## config.mk

```make
export PLATFORM = sky130hd
export DESIGN_NAME = jogo_unidade_controle
export DESIGN_NICKNAME = d
export VERILOG_FILES = /design/src/rtl/jogo_unidade_controle.sv
export SDC_FILE = /design/constraint.sdc
export NUM_CORES = 1
export LEC_CHECK = 0
export CAP_MARGIN = 40
export CORE_AREA = 2 2 39 41
export CTS_CLUSTER_DIAMETER = 60
export DETAILED_ROUTE_END_ITERATION = 6
export DIE_AREA = 0 0 41 43
export HOLD_SLACK_MARGIN = 0.1
export PLACE_DENSITY = 0.74
export SLEW_MARGIN = 0
export SYNTH_ARGS = -nofsm -noshare
export SYNTH_HDL_FRONTEND = slang
export SYNTH_SLANG_ARGS = --single-unit
export TNS_END_PERCENT = 50
```

## constraint.sdc

```tcl
create_clock -name clock -period 3 [get_ports clock]
set_input_delay 0.45 -clock clock [delete_from_list [all_inputs] [get_ports clock]]
set_output_delay 0.45 -clock clock [all_outputs]
set_load 0.02 [all_outputs]
```

## src/rtl/jogo_unidade_controle.sv

```systemverilog
// Moore control unit for the memory-game datapath: sequences preparation,
// per-jogada register/compare steps and the three end states.
module jogo_unidade_controle (
  input  logic       clock,
  input  logic       reset,
  input  logic       iniciar,
  input  logic       igual,
  input  logic       fimC,
  input  logic       jogada_feita,
  input  logic       timeout,
  output logic       zeraC,
  output logic       contaC,
  output logic       zeraR,
  output logic       registrarR,
  output logic       zera_s_timeout,
  output logic       enable_timeout,
  output logic       registra_modo,
  output logic       zera_modo,
  output logic       pronto,
  output logic       acertou,
  output logic       errou,
  output logic       db_timeout,
  output logic [3:0] db_estado
);

  typedef enum logic [3:0] {
    INICIAL       = 4'b0000,
    PREPARACAO    = 4'b0001,
    ESPERA_JOGADA = 4'b0010,
    REGISTRA      = 4'b0100,
    COMPARACAO    = 4'b0101,
    PROXIMO       = 4'b0110,
    FIM_ACERTO    = 4'b1010,
    FIM_TIMEOUT   = 4'b1101,
    FIM_ERRO      = 4'b1110
  } state_t;

  state_t state_q, state_d;

  always_ff @(posedge clock or negedge reset) begin
    if (!reset) state_q <= INICIAL;
    else        state_q <= state_d;
  end

  always_comb begin
    state_d = INICIAL;
    case (state_q)
      INICIAL:       state_d = iniciar ? PREPARACAO : INICIAL;
      PREPARACAO:    state_d = ESPERA_JOGADA;
      // A key press in the same cycle as the terminal count still counts as a jogada.
      ESPERA_JOGADA: begin
        if (jogada_feita) state_d = REGISTRA;
        else if (timeout) state_d = FIM_TIMEOUT;
        else              state_d = ESPERA_JOGADA;
      end
      REGISTRA:      state_d = COMPARACAO;
      COMPARACAO: begin
        if (!igual)    state_d = FIM_ERRO;
        else if (fimC) state_d = FIM_ACERTO;
        else           state_d = PROXIMO;
      end
      PROXIMO:       state_d = ESPERA_JOGADA;
      FIM_ACERTO:    state_d = iniciar ? PREPARACAO : FIM_ACERTO;
      FIM_ERRO:      state_d = iniciar ? PREPARACAO : FIM_ERRO;
      FIM_TIMEOUT:   state_d = iniciar ? PREPARACAO : FIM_TIMEOUT;
      default:       state_d = INICIAL;
    endcase
  end

  always_comb begin
    zeraC          = 1'b0;
    contaC         = 1'b0;
    zeraR          = 1'b0;
    registrarR     = 1'b0;
    zera_s_timeout = 1'b0;
    enable_timeout = 1'b0;
    registra_modo  = 1'b0;
    zera_modo      = 1'b0;
    pronto         = 1'b0;
    acertou        = 1'b0;
    errou          = 1'b0;
    db_timeout     = 1'b0;
    case (state_q)
      INICIAL: begin
        zeraC          = 1'b1;
        zeraR          = 1'b1;
        zera_modo      = 1'b1;
        zera_s_timeout = 1'b1;
      end
      PREPARACAO: begin
        zeraC          = 1'b1;
        zeraR          = 1'b1;
        registra_modo  = 1'b1;
        zera_s_timeout = 1'b1;
      end
      ESPERA_JOGADA: enable_timeout = 1'b1;
      // Clearing the timeout here gives every jogada a full window.
      REGISTRA: begin
        registrarR     = 1'b1;
        zera_s_timeout = 1'b1;
      end
      PROXIMO: contaC = 1'b1;
      FIM_ACERTO: begin
        pronto  = 1'b1;
        acertou = 1'b1;
      end
      FIM_ERRO: begin
        pronto = 1'b1;
        errou  = 1'b1;
      end
      FIM_TIMEOUT: begin
        pronto     = 1'b1;
        errou      = 1'b1;
        db_timeout = 1'b1;
      end
      default: ;
    endcase
  end

  assign db_estado = state_q;

endmodule

```

==> qor.csv <==
metric;value;unit
synth_cells;44;
result_of_the_run;finished clean;
timing.final.ws_setup;0.642;ns
dp_hpwl;677;µm
crit_required;2.55;ns
leakage_power_figure;0.237;nW
dr_total_vias;378;
finalClockSkew;0.00181;ns
areaGrowthSynthToFinish;59.5;%
clock_power_share;10.5;%
worst_slew_pin_slew;0.385;ns
regToRegStartpoint;db_estado[3]$_DFF_PN0_;
initial_antenna_violation_count;0;
ys_seq_elements;4;
power.density;1050;nW/µm²
synth_nets;51;
reg2reg_depth;3;
clk_latency;0.23;ns
maximum_resistive_drop_on_vdd;0.000390;V
power_share_of_the_combinational_group;67.2;%
synthesis.area_per_instance;8.36;µm²
cts_inserted_buffers;3;
ys_seq_area_share;27.2;%
fmax;424;MHz
floorplan.initialDensity;26.6;%
worst_setup_hold_path_clk_slew;0.04;ns
globalRouteTotalUtil;10.5;%
detail_route_antenna_nets;0;
global_route.overflow_total;0;
drc_errors;0;
post_dr_vias_cell;4.73;
timing.slew.headroom;74.3;%
setup_violations;0;
fin_nets;73;
first_iter_violations;8;
path_max_fanout;15;
cts.htree.levels;1;
top_level_i_o_count;23;
design_area;587;µm²
tritoncts;built;
cts_resized;0;
drt_first_pass_iters;4;
r2r_setup_slack;1.62;ns
antenna_cells;0;
grt_pass1_vias;309;
hold_class;input pin to async pin;
hold_violations;0;
placed_area;564;µm²
portBuffers;22;
dp_slack;0.893;ns
fillerInstances;146;
post-cts-setup-buffer-count;0;
worstPathArrival;1.91;ns
final_period_utilization;78.6;%
grt_busiest_layer;met2;
ys.warnings.count;0;
wire_length_of_the_first_global_routing_pass;1.29;mm
total_switching_power;0.280;mW
post_synth_num_cell_types;25;
global_route.usage.met3;3.14;%
sink_count_of_the_clock_tree;4;
finalMaxSlewViolations;0;
netlist_area;368;µm²
fin_setup_tns;0;ns
fin_worst_hold_slack;0.423;ns
rows;14;
cts-root-to-sink-buffers;2;
die_y;43;µm
drive_gt1_share;12.5;%
route.detailed.wl_per_inst;10.3;µm
element_type_at_the_critical_path_end;primary output;
internal_power;0.335;mW
cts_root_buf;clkbuf_4;
floorplan.die_area;1760;µm²
crit_path_start_kind;flop;
finalCriticalPeriod;2.36;ns
ctsHoldBuffers;0;
final_util;42.4;%
rsz_0062_raised_after_global_routing;false;
drv_cap;0;
regToRegEndpoint;db_estado[0]$_DFF_PN0_;
globalRouteMet2Util;14.7;%
placeableCoreArea;1380;µm²
largest_register_ff_count;4;
groute.layer.met1.usage;14.5;%
floorplan.die.width;41;µm
seqPwrFrac;22.3;%
grt_start_max_net_pins;16;
swShare;45.5;%
gp_congestion;0.810;
worst-setup-path-type;flop to primary output;
finalWirelength;826;µm
## synthesized netlist by cell type, drive strengths merged
library cell	count	area, µm²
a21o	1	7.51
a21oi	2	10.0
a221o	2	20.0
a32o	1	10.0
and3	1	6.26
and4b	1	13.8
buf	5	43.8
dfrtp	4	100
inv	1	3.75
nand2	3	11.3
nand2b	3	28.8
nand3	1	5.00
nor2	4	15.0
nor2b	3	18.8
nor3	5	25.0
nor3b	1	7.51
nor4	2	12.5
or2	2	12.5
or3	1	6.26
or4b	1	10.0
## critical path: stages (launching register included)
cell             delay (ns)
dfrtp_1                0.56
nand2b_1               0.21
nor3_1                 0.07
or2_2                  0.30
clkdlybuf4s50_1        0.54
## cells in the final DEF (no fill, tap or decap), types with 2 or more instances in the layout
master / n
a221o_1: 2
nor4_1: 2
or2_2: 2
dfrtp_1: 4
nor3_1: 5
a21oi_1: 2
nand2_1: 3
clkdlybuf4s50_1: 22
nor2_1: 4
clkbuf_4: 3
nor2b_1: 3
## through the flow
stage	power [mW]	std cells
4_1_cts	0.622	80
3_3_place_gp	0.552	77
3_5_place_dp	0.552	77
5_1_grt	0.657	80
2_1_floorplan	0.409	44
6_report	0.615	80
## worst max path at each step
stage / startpoint / endpoint / slack, ns / cells after the start
final: db_estado[3]$_DFF_PN0_ / zera_s_timeout / 0.64 / 4
after global routing: db_estado[3]$_DFF_PN0_ / zera_s_timeout / 0.48 / 4
after CTS: db_estado[3]$_DFF_PN0_ / zera_s_timeout / 0.64 / 4
after detailed placement: db_estado[3]$_DFF_PN0_ / zera_s_timeout / 0.89 / 4
after global placement: db_estado[3]$_DFF_PN0_ / zera_s_timeout / 0.92 / 4
after floorplan: db_estado[2]$_DFF_PN0_ / zera_s_timeout / 1.0 / 4
## power groups by stage
stage,Combinational (mW),Sequential [mW],Clock (mW)
4_1_cts,0.417,0.137,0.0681
3_5_place_dp,0.415,0.137,0
6_report,0.413,0.137,0.0644
2_1_floorplan,0.289,0.119,0
5_1_grt,0.440,0.146,0.0707
3_3_place_gp,0.414,0.137,0
## per-layer routing
layer / vias up / wire length [µm]
li1: 201 / -
met5: - / 0
met2: 13 / 382
met1: 164 / 399
met3: 0 / 45
met4: 0 / 0
## kinds of logic after synthesis
logic type             Yosys count  share of synthesized area (%)
AO/OA/AOI/OAI                    6                           12.9
buffers and inverters            6                           12.9
flip-flops                       4                           27.2
AND/OR/NAND/NOR                 28                           46.9
## layout make-up
type / instances / area, µm² / share of cell area, %
clock buffers: 3 / 22.5 / 3.84
inverters: 1 / 3.75 / 0.640
multi-input cells: 34 / 220 / 37.5
flip-flops and latches: 4 / 100 / 17.1
well taps: 16 / 20.0 / 3.41
repair buffers: 22 / 220 / 37.5
(Power assumes the default switching activity.)
